### config.mk
export PLATFORM = sky130hd
export DESIGN_NAME = imuldiv_int_div_iterative
export DESIGN_NICKNAME = d
export VERILOG_FILES = /design/src/rtl/imuldiv_int_div_iterative.sv
export SDC_FILE = /design/constraint.sdc
export NUM_CORES = 1
export LEC_CHECK = 0
export BUFFER_PORTS_ARGS = -buffer_cell sky130_fd_sc_hd__buf_2
export CORE_ASPECT_RATIO = 1.2
export CORE_UTILIZATION = 42
export DETAILED_ROUTE_END_ITERATION = 12
export PLACE_DENSITY = 0.63
export SYNTH_ARGS = -nofsm -noshare
export SYNTH_HDL_FRONTEND = slang
export SYNTH_SLANG_ARGS = --single-unit
export TNS_END_PERCENT = 20
### constraint.sdc
create_clock -name clk -period 5.2 [get_ports clk]
set_input_delay 0.26 -clock clk [delete_from_list [all_inputs] [get_ports clk]]
set_output_delay 0.26 -clock clk [all_outputs]
set_load 0.01 [all_outputs]
### src/rtl/imuldiv_int_div_iterative.sv
// Iterative 32-bit integer divider, signed or unsigned.
// It uses restoring division and retires one quotient bit per cycle.
// Only one operation is in flight at a time.
//
// Handshake: a transfer happens on the rising edge where val && rdy.
// divreq_rdy is high only in IDLE, and never while reset is high.
// divresp_val is high only in DONE.
// Neither rdy depends combinationally on the val of the same side.
// In DONE, divresp_msg and divresp_val stay stable until divresp_rdy.
module imuldiv_int_div_iterative (
  input  logic        clk,
  input  logic        reset,
  input  logic [64:0] divreq_msg,
  input  logic        divreq_val,
  output logic        divreq_rdy,
  output logic [63:0] divresp_msg,
  output logic        divresp_val,
  input  logic        divresp_rdy
);

  typedef enum logic [1:0] {
    IDLE = 2'd0,
    CALC = 2'd1,
    DONE = 2'd2
  } state_t;

  state_t      state;

  // Operation context latched when the request is accepted
  logic        is_signed;
  logic        sign_a;
  logic        sign_b;
  logic        div_zero;
  logic [31:0] a_raw;

  // Working registers: {partial remainder, dividend/quotient bits}
  logic [63:0] rq;
  logic [31:0] divisor;
  logic [5:0]  cnt;

  // Request field decode
  logic        req_fn;
  logic [31:0] req_a;
  logic [31:0] req_b;
  logic        req_sign_a;
  logic        req_sign_b;
  logic [31:0] req_abs_a;
  logic [31:0] req_abs_b;

  // One restoring step
  logic [32:0] upper33;
  logic [32:0] diff;
  logic [63:0] step_rq;

  // Result shaping
  logic [31:0] q_mag;
  logic [31:0] r_mag;
  logic [31:0] q_fix;
  logic [31:0] r_fix;
  logic [63:0] resp_next;

  assign divreq_rdy  = (state == IDLE) && !reset;
  assign divresp_val = (state == DONE);

  // Decode the request and form operand magnitudes.
  // The magnitude of 0x80000000 stays 0x80000000 and is used as unsigned.
  always_comb begin
    req_fn     = divreq_msg[64];
    req_a      = divreq_msg[63:32];
    req_b      = divreq_msg[31:0];
    req_sign_a = req_a[31] & req_fn;
    req_sign_b = req_b[31] & req_fn;
    req_abs_a  = req_sign_a ? (32'd0 - req_a) : req_a;
    req_abs_b  = req_sign_b ? (32'd0 - req_b) : req_b;
  end

  // Shift and trial subtract.
  // The bit shifted out of the top is kept as bit 32 of upper33,
  // so the compare never overflows.
  always_comb begin
    upper33 = rq[63:31];
    diff    = upper33 - {1'b0, divisor};
    if (!diff[32]) begin
      step_rq = {diff[31:0], rq[30:0], 1'b1};
    end else begin
      step_rq = {rq[62:0], 1'b0};
    end
  end

  // Sign fixup on the final step's result.
  // Divide by zero overrides the fixup.
  always_comb begin
    q_mag = step_rq[31:0];
    r_mag = step_rq[63:32];
    q_fix = (is_signed && (sign_a ^ sign_b)) ? (32'd0 - q_mag) : q_mag;
    r_fix = (is_signed && sign_a) ? (32'd0 - r_mag) : r_mag;
    if (div_zero) begin
      resp_next = {a_raw, 32'hFFFF_FFFF};
    end else begin
      resp_next = {r_fix, q_fix};
    end
  end

  // Control FSM and datapath registers.
  // The response is registered on the last CALC step.
  // It then holds until the next result, or until reset.
  always_ff @(posedge clk) begin
    if (reset) begin
      state       <= IDLE;
      is_signed   <= 1'b0;
      sign_a      <= 1'b0;
      sign_b      <= 1'b0;
      div_zero    <= 1'b0;
      a_raw       <= 32'd0;
      rq          <= 64'd0;
      divisor     <= 32'd0;
      cnt         <= 6'd0;
      divresp_msg <= 64'd0;
    end else begin
      case (state)
        IDLE: begin
          if (divreq_val) begin
            is_signed <= req_fn;
            sign_a    <= req_sign_a;
            sign_b    <= req_sign_b;
            div_zero  <= (req_b == 32'd0);
            a_raw     <= req_a;
            rq        <= {32'd0, req_abs_a};
            divisor   <= req_abs_b;
            cnt       <= 6'd32;
            state     <= CALC;
          end
        end
        CALC: begin
          rq  <= step_rq;
          cnt <= cnt - 6'd1;
          if (cnt == 6'd1) begin
            divresp_msg <= resp_next;
            state       <= DONE;
          end
        end
        DONE: begin
          if (divresp_rdy) begin
            state <= IDLE;
          end
        end
        default: begin
          state <= IDLE;
        end
      endcase
    end
  end

endmodule

# --- Word-level counts from Yosys, hierarchy flattened ---
# Cells that the tools add are included.
# W data, S select, Z words.
word_totals:
  reg_bits: 204
  input_bits: 69
  output_inout_bits: 66
  word_cells: 50
classes:
  add_sub_neg: 6
  eq_ne: 6
  n_mux: 14
  bitwise: 3
  reduce_logical: 11
ops:
  columns: ["operator", "count"]
  rows:
  - ["$mux W64", 3]
  - ["$mux W32", 4]
  - ["$pmux W64 S2", 1]
  - ["$sub A1 B32 Y32 const A", 4]
  - ["$sub A33 B32 Y33", 1]
  - ["$logic_not A32 Y1", 1]
  - ["$pmux W6 S2", 1]
  - ["$eq A6 B1 Y1 const B", 1]
  - ["$mux W2", 3]
  - ["$mux W6", 1]
  - ["$pmux W2 S3", 1]
  - ["$reduce_and A2 Y1", 3]
  - ["$sub A6 B1 Y6 const B", 1]
  - ["$ne A2 B2 Y1 const B", 2]
  - ["$logic_and A1 B1 Y1", 3]
  - ["$reduce_and A3 Y1", 1]
  - ["$and A1 B1 Y1", 2]
  - ["$eq A2 B1 Y1 const B", 1]
  - ["$eq A2 B2 Y1 const B", 1]
  - ["$logic_not A2 Y1", 1]
  - ["$ne A2 B1 Y1 const B", 1]
  - ["$reduce_bool A2 Y1", 1]
  - ["$logic_not A1 Y1", 1]
  - ["$xor A1 B1 Y1", 1]

# --- Logic depth before layout (Yosys ltp) ---
depth:
  word_depth: 5
  mapped_depth: 23
  depth_no_buf: 21

# --- Worst setup path before layout ---
# Ideal clock, no wire load.
synth_timing:
  kind: "reg-to-reg"
  from: "register rq[31]"
  to: "register divresp_msg[56]"
  setup_time_ns: 0.130
  t_arrival_ns: 3.882
  path_slack_ns: 1.188
  path_stages_with_launch: 24
  n_path_buf: 2
  synth_period_minus_slack_ns: 4.012
  path_cell_list: "dfxtp_1 > inv_1 > ha_1 > inv_1 > fa_1 > a211oi_2 > o21ai_2 > o2111ai_2 > a31oi_1 > or3_4 > and2_4 > buf_6 > inv_6 > buf_2 > nor2_1 > a21oi_1 > ha_1 > nand4b_1 > inv_1 > a41o_1 > nand2_1 > o21ai_1 > xnor2_1 > o22ai_1"
synth_between:
  elab_chain_len: 5
synth_rtl:
  columns: ["element", "line", "text"]
  rows:
  - ["start: declaration", "37", "logic [63:0] rq;"]
  - ["start signal: assignment", "128", "rq <= {32'd0, req_abs_a};"]
  - ["start signal: assignment", "135", "rq <= step_rq;"]
  - ["$sub A33 B32 Y33", "82", "diff = upper33 - {1'b0, divisor};"]
  - ["$mux W64 (*)", "83", "if (!diff[32]) begin"]
  - ["$sub A1 B32 Y32", "96", "r_fix = (is_signed && sign_a) ? (32'd0 - r_mag) : r_mag;"]
  - ["$mux W32 (*)", "96", null]
  - ["$mux W64 (*)", "97", "if (div_zero) begin"]
  - ["end signal: assignment", "138", "divresp_msg <= resp_next;"]
  - ["end: declaration", "16", "output logic [63:0] divresp_msg,"]
# Every way passes the cells marked *; elsewhere a longest branch is shown, timed or not.
# A chain may end at the register's enable or synchronous reset.

# --- Final worst setup path ---
layout_timing:
  from: "register rq[46]"
  to: "register divresp_msg[60]"
# Same word-level chain as after synthesis.

==> impl_metrics.xml <==
<?xml version="1.0" encoding="UTF-8"?>
<metrics>
  <group name="timing">
    <metric name="relSlewSlack" unit="%">35.9</metric>
    <metric name="worst-slew-pin-transition" unit="ns">0.961</metric>
    <metric name="worst_hold_slack" unit="ns">0.0157</metric>
    <metric name="drv_slew" unit="">0</metric>
    <metric name="setup-tns-final" unit="ns">0</metric>
    <metric name="fmaxAchievable" unit="MHz">214</metric>
    <metric name="final.setup_skew" unit="ns">0.0113</metric>
    <metric name="finalHoldViolations" unit="">0</metric>
    <metric name="fin_crit_sh" unit="%">90.0</metric>
    <metric name="fin_crit" unit="ns">4.68</metric>
    <metric name="final-setup-viol-count" unit="">0</metric>
    <metric name="rsz0062_at_grt" unit="">no</metric>
  </group>
  <group name="place">
    <metric name="portBuffers" unit="">134</metric>
    <metric name="place_inst" unit="">2194</metric>
    <metric name="dp.final_hpwl" unit="mm">30.0</metric>
    <metric name="gp_routability_congestion" unit="">0.868</metric>
  </group>
  <group name="global_routing">
    <metric name="antenna_violations_before_repair" unit="">0</metric>
    <metric name="combined_global_route_utilization_of_all_metal_layers" unit="%">24.7</metric>
    <metric name="grt_pass1_wl" unit="mm">64.0</metric>
    <metric name="met3_layer_usage_reported_by_global_route" unit="%">2.09</metric>
    <metric name="global_route.overflow_total" unit="">0</metric>
    <metric name="via_count_of_the_first_global_routing_pass" unit="">12100</metric>
    <metric name="use_met1" unit="%">31.9</metric>
    <metric name="gr-max-usage-layer" unit="">met2</metric>
    <metric name="maximum_number_of_pins_on_one_net_before_global_route_repair" unit="">88</metric>
    <metric name="grt.met2_usage" unit="%">43.8</metric>
  </group>
  <group name="floorplan">
    <metric name="floorplan.die.height" unit="µm">196</metric>
    <metric name="std_cell_rows" unit="">70</metric>
    <metric name="chipWidth" unit="µm">164</metric>
    <metric name="design.core.area" unit="µm²">30700</metric>
    <metric name="boundaryPins" unit="">135</metric>
    <metric name="die_area" unit="µm²">32100</metric>
    <metric name="floorplan.initialDensity" unit="%">43.0</metric>
  </group>
  <group name="cts">
    <metric name="clk_transition_reported_paths" unit="ns">0.06</metric>
    <metric name="cts.hold.buffers_added" unit="">0</metric>
    <metric name="cts-buffers-inserted" unit="">23</metric>
    <metric name="post-cts-setup-buffer-count" unit="">0</metric>
    <metric name="clock_insertion_delay_worst_skew" unit="ns">0.51</metric>
    <metric name="h_tree_lvls" unit="">1</metric>
    <metric name="cts_resized" unit="">0</metric>
    <metric name="cts_root_buffer" unit="">sky130_fd_sc_hd__clkbuf_16</metric>
    <metric name="cts-root-to-sink-buffers" unit="">3</metric>
    <metric name="cts_tree" unit="">done</metric>
    <metric name="cts_num_sinks" unit="">204</metric>
  </group>
  <group name="run">
    <metric name="max_cap_violations" unit="">0</metric>
  </group>
  <group name="synth">
    <metric name="synth_simple_gate_area_share" unit="%">22.0</metric>
    <metric name="synthXorXnorAreaFrac" unit="%">8.45</metric>
    <metric name="syn_area_per_cell" unit="µm²">7.47</metric>
    <metric name="synth_top_area_share" unit="%">31.0</metric>
    <metric name="synth_most_common_cell" unit="">sky130_fd_sc_hd__nand2_1</metric>
    <metric name="netlist_top_cells_count" unit="">sky130_fd_sc_hd__nand2_1, sky130_fd_sc_hd__a21oi_1, sky130_fd_sc_hd__dfxtp_1</metric>
    <metric name="synth.lib_cells_used.distinct" unit="">92</metric>
    <metric name="async_flop_share" unit="%">0</metric>
    <metric name="cell_taking_the_most_area_after_synthesis" unit="">sky130_fd_sc_hd__dfxtp_1</metric>
    <metric name="synthAdderAreaFrac" unit="%">3.76</metric>
    <metric name="synthesis.area" unit="µm²">13200</metric>
    <metric name="synth_flop_cell" unit="">sky130_fd_sc_hd__dfxtp_1</metric>
    <metric name="synthTopCellsByArea" unit="">sky130_fd_sc_hd__dfxtp_1, sky130_fd_sc_hd__a21oi_1, sky130_fd_sc_hd__nand2_1</metric>
    <metric name="yosys_register_bits" unit="">204</metric>
    <metric name="synth_enable_flop_cells" unit="">0</metric>
    <metric name="dominant_combinational_cell_family_by_area_after_synthesis" unit="">compound AO/OA/AOI/OAI gates</metric>
    <metric name="post_synth_mux_area_share" unit="%">2.80</metric>
    <metric name="synth_nets" unit="">1870</metric>
    <metric name="yosys_warnings" unit="">0</metric>
    <metric name="post_synth_inst_count" unit="">1762</metric>
    <metric name="synth_compound_area_share" unit="%">26.6</metric>
    <metric name="synth.yosys.seq_area_share" unit="%">31.0</metric>
  </group>
  <group name="power_and_ir_drop">
    <metric name="power.static_leakage" unit="nW">5.79</metric>
    <metric name="pwr_density_cell" unit="nW/µm²">757</metric>
    <metric name="max-vdd-ir-drop" unit="V">0.000546</metric>
  </group>
  <group name="routing">
    <metric name="route.detailed.drc" unit="">0</metric>
    <metric name="detailroute.via_count" unit="">12800</metric>
    <metric name="dr.first_iter.drc_count" unit="">824</metric>
    <metric name="avgRoutedWirePerCell" unit="µm">18.0</metric>
    <metric name="drt-pass1-iter-count" unit="">5</metric>
    <metric name="antenna_left" unit="">0</metric>
    <metric name="viasPerCell" unit="">5.72</metric>
    <metric name="drt_wl_total" unit="mm">40.2</metric>
  </group>
  <group name="status">
    <metric name="status" unit="">completed</metric>
  </group>
  <group name="setup_path">
    <metric name="crit_arrival" unit="ns">5.04</metric>
    <metric name="path_class" unit="">reg -&gt; reg</metric>
    <metric name="cp-start-kind" unit="">register</metric>
    <metric name="timing.critical_path.required" unit="ns">5.57</metric>
    <metric name="end_kind" unit="">register</metric>
    <metric name="worst-path-max-fanout" unit="">16</metric>
  </group>
  <group name="cells_and_area">
    <metric name="diodes" unit="">0</metric>
    <metric name="syn2layout_area_growth" unit="%">12.0</metric>
    <metric name="final_net_count" unit="">1931</metric>
    <metric name="drive_above_1_share" unit="%">13.2</metric>
    <metric name="final-instance-count-excl-fill" unit="">2235</metric>
  </group>
  <group name="worst_hold_path">
    <metric name="worstHoldPathType" unit="">in -&gt; reg</metric>
  </group>
</metrics>
[logic make-up (layout without fill, tap and decap cells)]
| family | count (synthesis) | count (layout) |
|---|---|---|
| mux | 35 | 35 |
| compound gates | 562 | 562 |
| fa+ha+maj | 39 | 39 |
| buf+inv | 174 | 251 |
| xor+xnor | 127 | 127 |
| simple gates | 621 | 621 |
| flops | 204 | 204 |
[report_power, final]
group          internal [mW]  total [mW]  switching (mW)
Combinational           2.79        7.52            4.72
Clock                  0.984        1.66           0.675
Sequential              1.75        1.99           0.233
Total                   5.53        11.2            5.63
[cell usage in the layout, fill, tap and decap left out, types with 8 or more instances in the layout]
| cell | instances |
|---|---|
| sky130_fd_sc_hd__a211oi_1 | 31 |
| sky130_fd_sc_hd__a21o_1 | 8 |
| sky130_fd_sc_hd__a21oi_1 | 211 |
| sky130_fd_sc_hd__a22oi_1 | 32 |
| sky130_fd_sc_hd__a311oi_1 | 11 |
| sky130_fd_sc_hd__a31oi_1 | 49 |
| sky130_fd_sc_hd__and3_1 | 20 |
| sky130_fd_sc_hd__buf_2 | 133 |
| sky130_fd_sc_hd__buf_4 | 18 |
| sky130_fd_sc_hd__clkbuf_16 | 23 |
| sky130_fd_sc_hd__dfxtp_1 | 204 |
| sky130_fd_sc_hd__ha_1 | 38 |
| sky130_fd_sc_hd__inv_1 | 58 |
| sky130_fd_sc_hd__mux2i_1 | 28 |
| sky130_fd_sc_hd__nand2_1 | 222 |
| sky130_fd_sc_hd__nand2b_1 | 11 |
| sky130_fd_sc_hd__nand3_1 | 30 |
| sky130_fd_sc_hd__nand4_1 | 17 |
| sky130_fd_sc_hd__nor2_1 | 189 |
| sky130_fd_sc_hd__nor2b_1 | 8 |
| sky130_fd_sc_hd__nor3_1 | 33 |
| sky130_fd_sc_hd__nor4_1 | 12 |
| sky130_fd_sc_hd__o211ai_1 | 13 |
| sky130_fd_sc_hd__o21ai_0 | 110 |
| sky130_fd_sc_hd__o21ai_1 | 13 |
| sky130_fd_sc_hd__o22ai_1 | 11 |
| sky130_fd_sc_hd__o31ai_1 | 10 |
| sky130_fd_sc_hd__or3_1 | 20 |
| sky130_fd_sc_hd__or4_1 | 11 |
| sky130_fd_sc_hd__xnor2_1 | 64 |
| sky130_fd_sc_hd__xor2_1 | 63 |
[final timing paths]
| kind | from | endpoint | slack [ns] | cells past startpoint |
|---|---|---|---|---|
| worst max-delay path | rq[46] | divresp_msg[60] | 0.52 | 15 |
| worst min-delay path | divresp_rdy | state[1] | 0.02 | 3 |
| worst max register to register | rq[46] | divresp_msg[60] | 0.52 | 15 |
| worst min register to register | a_raw[23] | a_raw[23] | 0.46 | 2 |
[state kept, by name (all words and copies together) (netlist names)]
register,count
cnt,6
sign_b,1
div_zero,1
divisor,32
rq,64
state,2
is_signed,1
a_raw,32
sign_a,1
divresp_msg,64
[metrics by stage]
step                      setup slack (ns)  total power, mW  util (%)  instance area [µm²]
after global placement               0.728             9.39      45.6                14000
after global routing                 0.199             12.0      48.1                14700
after CTS                            0.589             11.1      48.1                14700
final                                0.522             11.2      48.1                14700
after detailed placement             0.603             9.43      45.6                14000
after floorplan                       1.19             7.84         -                13200
[worst max-delay path: stages (launching register included)]
cell	delay [ns]
sky130_fd_sc_hd__dfxtp_1	0.39
sky130_fd_sc_hd__ha_1	0.49
sky130_fd_sc_hd__nand2_1	0.18
sky130_fd_sc_hd__o21ai_0	0.49
sky130_fd_sc_hd__nand2_1	0.10
sky130_fd_sc_hd__a31oi_1	0.22
sky130_fd_sc_hd__or3_4	0.26
sky130_fd_sc_hd__and2_4	0.28
sky130_fd_sc_hd__buf_4	0.26
sky130_fd_sc_hd__mux2i_1	0.33
sky130_fd_sc_hd__ha_1	0.32
sky130_fd_sc_hd__nand4b_1	0.19
sky130_fd_sc_hd__o41ai_1	0.52
sky130_fd_sc_hd__a41oi_1	0.21
sky130_fd_sc_hd__xor2_1	0.18
sky130_fd_sc_hd__o22ai_1	0.09
[metal layers]
layer,vias to the layer above,share of wire (%)
li1,6434,-
met1,5986,45
met2,302,49
met3,58,4.1
met4,0,2.1
met5,-,0
[area by class of cell]
| cell class | instances | area (µm²) |
|---|---|---|
| Clock inverter | 8 | 96.3 |
| Fill cell | 3190 | 15900 |
| Inverter | 59 | 226 |
| Timing Repair Buffer | 151 | 801 |
| Multi-Input combinational cell | 1384 | 8380 |
| Tap cell | 396 | 495 |
| Clock buffer | 33 | 663 |
| Sequential cell | 204 | 4080 |
Power figures use the tool's default switching activity.
